`src/rtl/host_uart_packet_tx.sv`:
```
// host_uart_packet_tx: serializes a latched packet of up to 32 bytes onto a UART TX line as 8N1 frames
//   clk         : system clock, rising edge
//   reset       : asynchronous active-high reset
//   packet_data : packet bytes, byte k at [8k+7:8k], sent LSB byte first
//   packet_len  : byte count, legal 1..32
//   start       : request strobe
//   tx          : serial line, idles high
//   busy        : packet in flight
//   done        : one-cycle pulse after the last stop bit
//   error       : one-cycle pulse for an illegal length or a start while busy
module host_uart_packet_tx #(
    parameter int CLKS_PER_BIT = 868
) (
    input  logic         clk,
    input  logic         reset,
    input  logic [255:0] packet_data,
    input  logic [5:0]   packet_len,
    input  logic         start,
    output logic         tx,
    output logic         busy,
    output logic         done,
    output logic         error
);
    localparam int BW = $clog2(CLKS_PER_BIT);
    typedef enum logic [2:0] {IDLE, START, DATA, STOP, DONE} state_t;
    state_t         state_q;
    logic [BW-1:0]  baud_q;
    logic [2:0]     bit_q;
    logic [4:0]     byte_q;
    logic [255:0]   data_q;
    logic [5:0]     len_q;
    logic           tx_q;
    logic           busy_q;
    logic           done_q;
    logic           error_q;
    logic           baud_end;
    logic           len_ok;
    logic           last_byte;
    assign baud_end  = baud_q == BW'(CLKS_PER_BIT - 1);
    assign len_ok    = packet_len != 6'd0 && packet_len <= 6'd32;
    assign last_byte = byte_q == 5'(len_q - 6'd1);
    assign tx    = tx_q;
    assign busy  = busy_q;
    assign done  = done_q;
    assign error = error_q;
    always_ff @(posedge clk or posedge reset) begin
        if (reset) begin
            state_q <= IDLE;
            baud_q  <= '0;
            bit_q   <= '0;
            byte_q  <= '0;
            data_q  <= '0;
            len_q   <= '0;
            tx_q    <= 1'b1;
            busy_q  <= 1'b0;
            done_q  <= 1'b0;
            error_q <= 1'b0;
        end else begin
            done_q  <= 1'b0;
            error_q <= 1'b0;
            case (state_q)
                // DONE behaves like IDLE so a start in the done cycle chains directly
                IDLE, DONE: begin
                    state_q <= IDLE;
                    if (start && len_ok) begin
                        state_q <= START;
                        data_q  <= packet_data;
                        len_q   <= packet_len;
                        byte_q  <= '0;
                        bit_q   <= '0;
                        baud_q  <= '0;
                        tx_q    <= 1'b0;
                        busy_q  <= 1'b1;
                    end else if (start) begin
                        error_q <= 1'b1;
                    end
                end
                default: begin
                    // a start landing on the final stop edge is dropped so done and error never coincide
                    error_q <= start && !(state_q == STOP && baud_end && last_byte);
                    baud_q  <= baud_end ? '0 : baud_q + 1'b1;
                    if (baud_end) begin
                        case (state_q)
                            START: begin
                                state_q <= DATA;
                                bit_q   <= '0;
                                tx_q    <= data_q[0];
                            end
                            DATA: begin
                                if (bit_q == 3'd7) begin
                                    state_q <= STOP;
                                    tx_q    <= 1'b1;
                                end else begin
                                    bit_q <= bit_q + 3'd1;
                                    tx_q  <= data_q[3'(bit_q + 3'd1)];
                                end
                            end
                            STOP: begin
                                if (last_byte) begin
                                    state_q <= DONE;
                                    done_q  <= 1'b1;
                                    busy_q  <= 1'b0;
                                    tx_q    <= 1'b1;
                                end else begin
                                    // shift so the current byte is always data_q[7:0]
                                    state_q <= START;
                                    byte_q  <= byte_q + 5'd1;
                                    data_q  <= data_q >> 8;
                                    tx_q    <= 1'b0;
                                end
                            end
                            default: ;
                        endcase
                    end
                end
            endcase
        end
    end
endmodule

```
`config.mk`:
```
export PLATFORM = sky130hd
export DESIGN_NAME = host_uart_packet_tx
export DESIGN_NICKNAME = d
export VERILOG_FILES = /design/src/rtl/host_uart_packet_tx.sv
export SDC_FILE = /design/constraint.sdc
export NUM_CORES = 1
export LEC_CHECK = 0
export BUFFER_PORTS_ARGS = -buffer_cell sky130_fd_sc_hd__buf_2
export CORE_MARGIN = 10
export CORE_UTILIZATION = 60
export DETAILED_ROUTE_END_ITERATION = 10
export PLACE_DENSITY_LB_ADDON = 0.05
export SETUP_SLACK_MARGIN = 0.4
export SKIP_CTS_REPAIR_TIMING = 1
export SLEW_MARGIN = 20
export SYNTH_ARGS = -nofsm -noshare
export SYNTH_HDL_FRONTEND = slang
export SYNTH_SLANG_ARGS = --single-unit
```
`constraint.sdc`:
```
create_clock -name clk -period 27.4 [get_ports clk]
set_clock_uncertainty 0.2 [all_clocks]
set_input_delay 2.74 -clock clk [delete_from_list [all_inputs] [get_ports clk]]
set_output_delay 2.74 -clock clk [all_outputs]
set_load 0.01 [all_outputs]
```
# Yosys cells after proc, flatten, opt, wreduce, memory -nomap -nowiden
# Cells that the tools add are included.
# classes
n_eq_ne	11
n_mux	43
n_addsub	4
n_reduce_logical	20
n_lt_le_gt_ge	2
# ops
cell	count
$mux W256	5
$mux W10	3
$mux W5	5
$mux W3	8
$mux W1	18
$reduce_and A4 Y1	3
$add A10 B1 Y10 const B	1
$eq A10 B10 Y1 const B	1
$lt A3 B9 Y1 const B	1
$pmux W3 S3	1
$eq A3 B2 Y1 const B	2
$eq A3 B3 Y1 const B	2
$le A6 B6 Y1 const B	1
$ne A3 B3 Y1 const B	2
$pmux W3 S2	1
$reduce_and A3 Y1	2
$reduce_bool A2 Y1	3
$reduce_bool A6 Y1	1
$add A5 B1 Y5 const B	1
$eq A5 B5 Y1	1
$logic_and A1 B1 Y1	5
$sub A5 B1 Y5 const B	1
$reduce_bool A4 Y1	1
$add A3 B1 Y3 const B	1
other kinds (10)	10
# word_totals
elab_cells	90
in_bits	265
out_inout_bits	4
register_bits	286

# Longest topological paths before layout
# depth
ltp_word	7
ltp_mapped	10
depth_no_buf	8

# Worst setup path before layout
# OpenSTA, ideal clock, no wires.
# synth_path
kind	input-to-reg
from	input packet_len[0]
to	register len_q[0]
n_path_buf	2
required_ns	27.079
slack_ns	22.718
t_arrival_ns	4.362
cell_stages	8
setup_time_ns	0.121
path_cell_list	or4_4 or3_4 and2_1 and3_1 buf_2 buf_6 nand2_1 o21ai_1
# synth_via
elab_chain_cells	4
word_cells_on_any_way	5
cone_classes	order compare (1); reduce/logical (4)
# synth_rtl
item	line_no	rtl
start, declared	17	input logic [5:0] packet_len,
$le A6 B6 Y1 or $reduce_bool A6 Y1 (tied branches)	40	assign len_ok = packet_len != 6'd0 && packet_len <= 6'd32;
$logic_and A1 B1 Y1	40	
$logic_and A1 B1 Y1	65	if (start && len_ok) begin
$reduce_and A2 Y1 (no line)	--	
end signal, assigned	68	len_q <= packet_len;
end, declared	31	logic [5:0] len_q;
# Several ways; a longest one is shown, not always the timed one.
# A chain may end at the register's enable or synchronous reset.

# Worst setup path after layout
# layout_path
from	input packet_len[0]
to	register data_q[116]
# layout_via
elab_chain_cells	5
word_cells_on_any_way	6
cone_classes	order compare (1); eq/ne (1); reduce/logical (4)
# layout_rtl
item	line_no	rtl
$le A6 B6 Y1 or $reduce_bool A6 Y1 (tied branches)	40	
$logic_and A1 B1 Y1 (*)	40	
$logic_and A1 B1 Y1 (*)	65	
$ne A2 B2 Y1 (no line) (*)	--	
$reduce_and A4 Y1 (no line) (*)	--	
end signal, assigned	67	data_q <= packet_data;
end signal, assigned	108	data_q <= data_q >> 8;
end, declared	30	logic [255:0] data_q;
# Every way passes the cells marked *; elsewhere a longest branch is shown, timed or not.

==> impl_metrics.toml <==
[status]
run_status = "complete, no violations"

[routing]
finalWirelength_um = 34800
wl_per_cell_um = 16.9
drcViolationCount = 0
drtIter0Drc = 1272
vias = 11500
vias_per_cell = 5.59
first_pass_iters = 5
ant_nets = 0

[synthesis]
synth_seq_cells = 286
synth_simple_gate_area_share = 0.244
synth_ff_type = "dfrtp_1"
yosysTopAreaCellShare = 0.540
synth_cell_types = 47
synth_most_common_cell = "nand2_1"
synth_top_family_by_area = "simple AND/OR/NAND/NOR gates"
synth_edf_count = 0
synthAdderAreaFrac = 0.00474
synth-seq-area-share = 0.542
synth_top_cell_by_area = "dfrtp_1"
ys_warn_count = 0
synth_common_cells = "nand2_1, dfrtp_1, nor2_1, a31oi_1, clkbuf_1"
synth_area_leaders = "dfrtp_1, nand2_1, a31oi_1"
syn_area_per_cell_um2 = 8.48
synth_area_um2 = 13200
synth-compound-area-share = 0.145
synth_xor_area_frac = 0.00465
syn_nets = 1826
async_flop_share = 1.00
synthMuxAreaShare = 0.00654
synth_cells = 1556

[critical_path]
worstSetupStartpoint = "packet_len[0]"
cp_cell_sequence = "buf_2 -> or4_4 -> o21ai_2 -> nand4_4 -> a2bb2oi_4 -> buf_4 -> buf_4 -> a31oi_1"
endpoint_kind = "register"
r2r-end = "data_q[116]$_DFFE_PP0P_"
critPathMaxStageDelay_ns = 0.95
crit_buf_inv = 3
path_class = "in -> reg"
reg2reg_depth = 8
worstPathRequired_ns = 27.56
cp.depth = 8
r2r_start = "state_q[1]$_DFFE_PP0P_"
crit_family = "buffers and inverters"
critPathLaunchType = "input pin"
cp_slowest_cell = "buf_4"
cp_max_fo = 121
arrival_ns = 6.29
cp_common_cell = "buf_4"
regToRegSetupSlack_ns = 22.40
crit_path_end = "data_q[116]$_DFFE_PP0P_"

[finish]
layout.nets = 2021
antenna_cells = 0
area_delta_synth_final_pct = 17.1
drive_above_1_share = 0.194
regArea_um2 = 7160
multiInputGateArea_um2 = 5380
n_fill_cell = 1840

[floorplanning]
core_area_um2 = 21800
initial_core_util = 0.607
die_w_um = 168
ios = 269
rows = 54
die_area_um2 = 28300
die_y_um = 168

[flow_run]
cap_violations = 0

[clocking]
cts_buffer_depth = 3
cts.sinks = 286
path_clk_slew_ns = 0.06
clk_latency_ns = 0.55
cts_root_buffer = "clkbuf_16"
cts_tree = "yes"
numCtsBuffers = 31
htree_levels = 1

[timing]
setup_slack_ns = 21.27
finalCriticalPeriod_ns = 6.13
max_freq_mhz = 163
slew_viol_final = 0
hold_viol = 0
tightest_slew_ns = 1.07
tns_ns = 0
setup_viol = 0
finalCritPeriodShare = 0.224
rsz0062_at_grt = "false"
relSlewSlack = 0.289

[global_routing]
grt_usage = 0.235
grt_pass1_wl_um = 56400
antenna_found_initial = 0
grt_pass1_vias = 11200
gr-total-overflow = 0
grt_start_max_net_pins = 222

[place]
portBuffers = 268
dp_slack_ns = 20.71
hpwl_um = 22800
place.gp.congestion = 0.815

[power]
ir_worst_vdd_v = 0.0000387
p_per_area_nw_per_um2 = 58.2
p_leak_nw = 6.89

[worst_hold_path]
hp-class = "reg -> reg"
## worst min-delay path, stage by stage, from the launching register on
cell and delay [ns]:
dfrtp_1 0.34, nand2_1 0.05, nand2_1 0.06
## sequential cells by signal, summed over array words and instances, names as in the netlist, 3 cells and up
signal and count:
len_q 5, data_q 256, byte_q 5, baud_q 10
state_q 3, bit_q 3
## worst min-delay path by stage
stage	from	end	depth (start not counted)
after global routing	data_q[253]$_DFFE_PP0P_	data_q[253]$_DFFE_PP0P_	1
after CTS	busy$_DFFE_PP0P_	busy$_DFFE_PP0P_	2
after global placement	baud_q[9]$_DFFE_PP0P_	baud_q[9]$_DFFE_PP0P_	1
after floorplan	baud_q[9]$_DFFE_PP0P_	baud_q[9]$_DFFE_PP0P_	1
after detailed placement	busy$_DFFE_PP0P_	busy$_DFFE_PP0P_	2
final	busy$_DFFE_PP0P_	busy$_DFFE_PP0P_	2
## power breakdown
| group | leakage (nW) | switching [mW] | internal [mW] |
|---|---|---|---|
| clock | 0.539 | 0.167 | 0.279 |
| sequential | 3.95 | 0.0000137 | 0.422 |
| combinational | 2.41 | 0.0165 | 0.0141 |
## cell usage in the layout (no fill, tap or decap), drive strengths merged, types with 4 or more instances in the layout
cell and instances:
nand2 530, dfrtp 285, buf 277, nor2 262
a31oi 249, clkbuf 42, o21ai 22, a21oi 10
a22o 9, inv 9, and3 7, bufinv 6
clkinv 6, nand3 5, ha 5, or3 5
xnor2 4, nor3 4, nand4 4
## cells by family (layout without fill, tap and decap cells)
logic type,after synthesis,in the layout
and+or+nand+nor,827,827
buffers and inverters,124,341
AOI/OAI and AO/OA,301,301
muxes,6,6
xor gates and xnor gates,7,7
DFF,286,286
adders and majority gates,5,5
## stage by stage
stage               hold slack, ns  instance area (um2)  utilization  cells  power, mW
global route                 0.321                15500        0.710   2053      0.925
detailed placement           0.266                14400        0.660   1998      0.461
CTS                          0.282                15400        0.710   2053      0.905
global placement             0.266                14400        0.660   1998      0.461
floorplan                    0.239                13200            -   1556      0.437
finish                       0.279                15500        0.710   2053      0.899
## layer usage
metal / vias up / wire, um / GRT usage
li1: 5612 / - / -
met1: 5488 / 15300 / 0.333
met2: 328 / 16400 / 0.368
met3: 52 / 2290 / 0.0438
met4: 0 / 700 / 0.0579
met5: - / 0 / 0
## area by class of cell
class                      instances  area share
clock buffer                      42      0.0567
clock inverter                    13      0.0141
inverter                           9     0.00267
multi-input combinational       1146       0.348
sequential                       286       0.463
tap                              280      0.0227
timing repair buffer             277      0.0930
Power figures use the tool's default switching activity.
